==> src/rtl/ro_meas_ctrl.sv <==
// Ring-oscillator measurement sequencer: enable, settle, count synchronized
// oscillator rising edges over a gate window, then publish with a done pulse.
module ro_meas_ctrl #(
    parameter int CNT_W      = 16,
    parameter int GATE_W     = 16,
    parameter int SETTLE_CYC = 8
) (
    input  logic              clk,
    input  logic              rst,
    input  logic              start,
    input  logic              abort,
    input  logic [GATE_W-1:0] gate_cycles,
    input  logic              ro_in,
    output logic              ro_en,
    output logic              busy,
    output logic              done,
    output logic [CNT_W-1:0]  count,
    output logic              overflow
);

    localparam int SET_W = (SETTLE_CYC > 2) ? $clog2(SETTLE_CYC) : 2;
    localparam int TMR_W = (GATE_W > SET_W) ? GATE_W : SET_W;
    localparam logic [TMR_W-1:0] SETTLE_LOAD = TMR_W'(SETTLE_CYC - 1);

    typedef enum logic [1:0] {IDLE, SETTLE, GATE, DONE} state_t;

    state_t             state, state_nx;
    logic [TMR_W-1:0]   tmr, tmr_nx;
    logic [GATE_W-1:0]  gate_q;
    logic [CNT_W-1:0]   acc;
    logic               ovf;
    logic               s1, s2, s3;
    logic               ro_edge;
    logic               accept;

    assign ro_edge = s2 & ~s3;
    assign accept  = (state == IDLE) && start && !abort;
    assign busy    = (state != IDLE);

    always_comb begin
        state_nx = state;
        tmr_nx   = tmr;
        case (state)
            IDLE: begin
                if (accept) begin
                    state_nx = SETTLE;
                    tmr_nx   = SETTLE_LOAD;
                end
            end
            SETTLE: begin
                if (abort) begin
                    state_nx = IDLE;
                end else if (tmr == '0) begin
                    if (gate_q == '0) begin
                        state_nx = DONE;
                    end else begin
                        state_nx = GATE;
                        tmr_nx   = TMR_W'(gate_q) - TMR_W'(1);
                    end
                end else begin
                    tmr_nx = tmr - TMR_W'(1);
                end
            end
            GATE: begin
                if (abort) begin
                    state_nx = IDLE;
                end else if (tmr == '0) begin
                    state_nx = DONE;
                end else begin
                    tmr_nx = tmr - TMR_W'(1);
                end
            end
            default: state_nx = IDLE;
        endcase
    end

    always_ff @(posedge clk) begin
        if (rst) begin
            state    <= IDLE;
            tmr      <= '0;
            gate_q   <= '0;
            acc      <= '0;
            ovf      <= 1'b0;
            s1       <= 1'b0;
            s2       <= 1'b0;
            s3       <= 1'b0;
            ro_en    <= 1'b0;
            done     <= 1'b0;
            count    <= '0;
            overflow <= 1'b0;
        end else begin
            state <= state_nx;
            tmr   <= tmr_nx;
            s1    <= ro_in;
            s2    <= s1;
            s3    <= s2;
            // Registered enable follows the state being entered, so it is low in DONE.
            ro_en <= (state_nx == SETTLE) || (state_nx == GATE);
            done  <= (state == DONE);
            if (accept) begin
                gate_q <= gate_cycles;
                acc    <= '0;
                ovf    <= 1'b0;
            end
            if ((state == GATE) && ro_edge) begin
                if (&acc) begin
                    ovf <= 1'b1;
                end else begin
                    acc <= acc + CNT_W'(1);
                end
            end
            if (state == DONE) begin
                count    <= acc;
                overflow <= ovf;
            end
        end
    end

endmodule

==> config.mk <==
export PLATFORM = sky130hd
export DESIGN_NAME = ro_meas_ctrl
export DESIGN_NICKNAME = d
export VERILOG_FILES = /design/src/rtl/ro_meas_ctrl.sv
export SDC_FILE = /design/constraint.sdc
export NUM_CORES = 1
export LEC_CHECK = 0
export ABC_AREA = 1
export CORE_AREA = 2 2 97 99
export CTS_CLUSTER_SIZE = 30
export DETAILED_ROUTE_END_ITERATION = 10
export DIE_AREA = 0 0 99 101
export GPL_ROUTABILITY_DRIVEN = 1
export SKIP_LAST_GASP = 1
export SYNTH_ARGS = -nofsm -noshare
export SYNTH_HDL_FRONTEND = slang
export SYNTH_SLANG_ARGS = --single-unit
==> constraint.sdc <==
create_clock -name clk -period 2.9 [get_ports clk]
set_input_delay 0.29 -clock clk [delete_from_list [all_inputs] [get_ports clk]]
set_output_delay 0.29 -clock clk [all_outputs]
set_load 0.005 [all_outputs]
# --- Yosys cells after proc, flatten, opt, wreduce, memory -nomap -nowiden ---
# Index checks and enable logic that the tools add are counted.
word_totals:
  regBits: 73
  inputBits: 21
  output_inout_bits: 20
  wordCells: 59
op_classes:
  addsub: 3
  eq_ne: 10
  mux: 20
  bitwise: 2
  reduce_logical: 12
op_table:
  columns: ["operator", "count"]
  rows:
  - ["2-to-1 mux 16 bit", 9]
  - ["one-hot mux 16 bit (3 select lines)", 1]
  - ["logical NOT 16 bit", 2]
  - ["subtractor 16 x 1 -> 16 bit (second input constant)", 2]
  - ["adder 16 x 1 -> 16 bit (second input constant)", 1]
  - ["AND reduction 16 bit", 1]
  - ["2-to-1 mux 2 bit", 5]
  - ["!= test 2 bit (second input constant)", 4]
  - ["== test 2 bit (second input constant)", 3]
  - ["one-hot mux 2 bit (3 select lines)", 1]
  - ["AND reduction 6 bit", 1]
  - ["== test 2 x 1 -> 1 bit (second input constant)", 2]
  - ["2-to-1 mux 1 bit", 4]
  - ["logical AND 1 bit", 3]
  - ["!= test 3 bit (second input constant)", 1]
  - ["nonzero test 3 bit", 1]
  - ["logical NOT 2 bit", 1]
  - ["nonzero test 2 bit", 1]
  - ["bitwise AND 1 bit", 1]
  - ["logical NOT 1 bit", 1]
  - ["logical OR 1 bit", 1]
  - ["inverter 1 bit", 1]

# --- Longest topological paths before layout ---
logic_depth:
  word_depth: 7
  depth_mapped: 13
  ltp_nobuf: 13

# --- Worst setup path after synthesis ---
# OpenSTA, ideal clock, no wires.
synth_path:
  kind: "reg2reg"
  from: "register state[1]"
  to: "register tmr[4]"
  setup_time_ns: 0.070
  t_arrival_ns: 1.607
  t_required_ns: 2.830
  path_slack_ns: 1.223
  path_stages_with_launch: 12
  n_path_buf: 2
  synth_period_minus_slack_ns: 1.677
  path_cell_list: "dfxtp_1 > inv_1 > ha_1 > buf_2 > nor2_2 > o21ai_1 > nor2_1 > nand3_2 > inv_2 > buf_6 > nand2_1 > a21oi_1"
synth_between:
  elab_chain_cells: 5
synth_rtl:
  columns: ["item", "line_no", "rtl"]
  rows:
  - ["start: declaration", "27", "state_t state, state_nx;"]
  - ["start signal: assignment", "92", "state <= state_nx;"]
  - ["logical NOT 2 bit", "37, 43", null]
  - ["logical AND 1 bit (2 in series)", "37", "assign accept = (state == IDLE) && start && !abort;"]
  - ["!= test 2 bit (no source line)", null, null]
  - ["AND reduction 6 bit (no source line)", null, null]
  - ["end signal: assignment", "93", "tmr <= tmr_nx;"]
  - ["end: declaration", "28", "logic [TMR_W-1:0] tmr, tmr_nx;"]
# Several ways; a longest one is shown, not always the timed one.
# A chain may end at the register's enable or synchronous reset.

# --- Worst setup path in the final report ---
layout_path:
  from: "register state[1]"
  to: "register tmr[12]"
# The elaborated chain is that of the path after synthesis.

==> impl_results.md <==
* Crit path max fanout at 13
* Power Dens Cells at 585.5 nW/um^2
* Commonest non-fill, non-tap cells in the layout: nand2_1, nor2_1, dfxtp_1
* Hold slack at 0.4027 ns
* Max-cap check violation count at 0
* Dominant synthesized flop cell: dfxtp_1
* Layout cell share with drive strength beyond 1 at 9.150%
* Starting Density at between 40 and 50%
* Io pins at around 40
* Cell Rows at 35
* Die W at 99 um
* Setup crit end kind: flop
* DR top layer: met4
* Slew Viols, Final at 0
* Post-Syn Instances at 571
* H-tree levels at 3
* Overall routed net length at 9947 um
* Status: finished, final reports clean
* DR iter-0 viols at 171
* Maximum vdd ir drop at approximately 0.24 mV
* First-pass DRT Iterations at 5
* Met3 Wirelength at 394 um
* Total area of multi-input combinational cells at 2161 sq um
* TritonCTS clock tree: done
* Clock Skews at 0.008499 ns
* Syn Nets at 600
* Sink Count at 73
* Initial antenna violation count at 0
* N_diodes at 0
* Power Total at 0.002722 W
* Filler Cells Inserted at 874
* Tmin final at 2.027 ns
* Max_slew headroom at 54.54%
* Reg clk slew, reported paths at 0.08 ns
* WL/cell at 13.76 um
* Yosys top cell area share at 37.22%
* Setup violations, final at 0
* Final ANT Viol Nets at 0
* Post-cts sizing count at 0
* P_leak at 1.893 nW
* GPL Wtd Cong at 0.8543
* Vias per std cell at between 5 and 6
* Placeable Area at 8977 sq um
* Clk buf depth at 2
* Met2 wire len at approximately 4700 um
* Clk_lat worst skew at roughly 0.36 ns
* Fmax at 493.4 MHz
* Worst EP required at 3.19 ns
* Synth unique cells at 37
* Syn avg cell area at 6.876 sq um
* Clock root cell: clkbuf_8
* Worst EP arrival at 2.31 ns
* Min-delay worst type: reg2reg
* Worst Tran Pin Value at 0.6812 ns
* DRC at 0
* Global-route wire length before repair at 16680 um
* Sequential area share after synthesis at 37.22%
* Startpoint class of the critical path: flop
* Most common cell after layout, fill and taps aside: nand2_1
* Post-CTS Setup Bufs at 0
* RSZ-0062 raised after global routing: no
* Num CTS Buffers at 9
* Hold Vio Cnt, Final at 0
* Ys async rst share at 0%
* EDFF count, synth at 0
* Yosys top cell by area: dfxtp_1
* DR vias at 3761
* Synth Warn # at 0
* Die extent in y at 101 um
* Final worst path period share at 69.88%
* WL met1 at 4538 um
* FF+latch area at 1461 sq um
* Area grow syn2layout at 18.39%
* Ranking of synthesized cells by area: dfxtp_1, nand2_1, nor2_1
* Vias in the first global route at between 3000 and 4000
* Global-route usage over all layers at 20.69%
* Setup Crit Path Kind: reg2reg
* Fin nets at 636
* Die area at 9999 sq um
* Largest net degree at the start of global routing at 29
* I/O Buffers at 40
* Detailed placement HPWL at 6958 um
* Final setup TNS at 0 ns
* Grt ovf at 0
* Synth Cell Area at 3926 sq um
* Yosys reg bits at between 70 and 80
* CTS Hold Bufs at 0
==> registers in the layout, summed over array words and instances (netlist names) <==
signal and flops:
s2 1, gate_q 16, done 1, overflow 1, state 2, count 16, acc 16, ovf 1
s3 1, ro_en 1, tmr 16, s1 1
==> per-layer routing <==
layer,vias up,track usage (%)
met2,88,34.72
met4,0,9.484
li1,1939,-
met3,19,3.121
met1,1715,26.23
met5,-,0
==> path summary, 6_finish.rpt <==
check	from	endpoint	slack, ns	cells past startpoint
max	state[1]$_SDFF_PP0_	tmr[12]$_SDFFE_PP0P_	0.87	9
min	s1$_SDFF_PP0_	s2$_SDFF_PP0_	0.40	2
max reg2reg	state[1]$_SDFF_PP0_	tmr[12]$_SDFFE_PP0P_	0.87	9
min reg2reg	s1$_SDFF_PP0_	s2$_SDFF_PP0_	0.40	2
==> report_power, final <==
group          internal (W)  total (W)  switching (W)
registers           0.00104    0.00108      0.0000349
logic              0.000240   0.000650       0.000410
clock network      0.000594   0.000994       0.000400
==> critical path: stages (launching register included) <==
cell and delay, ns:
dfxtp_1 0.39, inv_1 0.08, ha_1 0.34, nor2_2 0.20
o21ai_1 0.09, nor2_1 0.24, nand3_2 0.16, inv_2 0.23
nand3_1 0.11, a21oi_1 0.12
==> per-stage QoR <==
step | utilization [%] | area, sq um | setup WS, ns | instances
floorplan | - | 3926 | 1.223 | 571
global placement | 49.06 | 4404 | 0.8967 | 707
detailed placement | 49.06 | 4404 | 0.8286 | 707
CTS | 51.78 | 4648 | 0.8752 | 723
global route | 51.78 | 4648 | 0.6402 | 723
finish | 51.78 | 4648 | 0.8734 | 723
==> logic make-up (layout without fill, tap and decap cells) <==
logic type	after synthesis	in the layout	share of synthesized area [%]
simple gates	267	267	30.75
flops	73	73	37.22
buf+inv	73	114	7.744
xor+xnor	17	17	3.792
compound gates	133	133	17.94
fa+ha+maj	8	8	2.549
==> cell type report <==
cell class	count	area share, %
flip-flops and latches	73	31.44
inverters	52	4.253
clock buffers	11	3.042
repair buffers	46	9.583
multi-input cells	425	46.49
clock inverters	5	2.207
well taps	111	2.988
==> synthesized netlist by cell type, types with 7 or more instances <==
master and n:
a21oi_1 56, clkbuf_1 15, dfxtp_1 73, ha_1 8, inv_1 46, nand2_1 113
nand3_1 26, nor2_1 79, nor2_2 7, nor3_1 12, o21ai_0 49, o21ai_1 14
xor2_1 13
No activity file was read; power rests on OpenSTA's default activity.
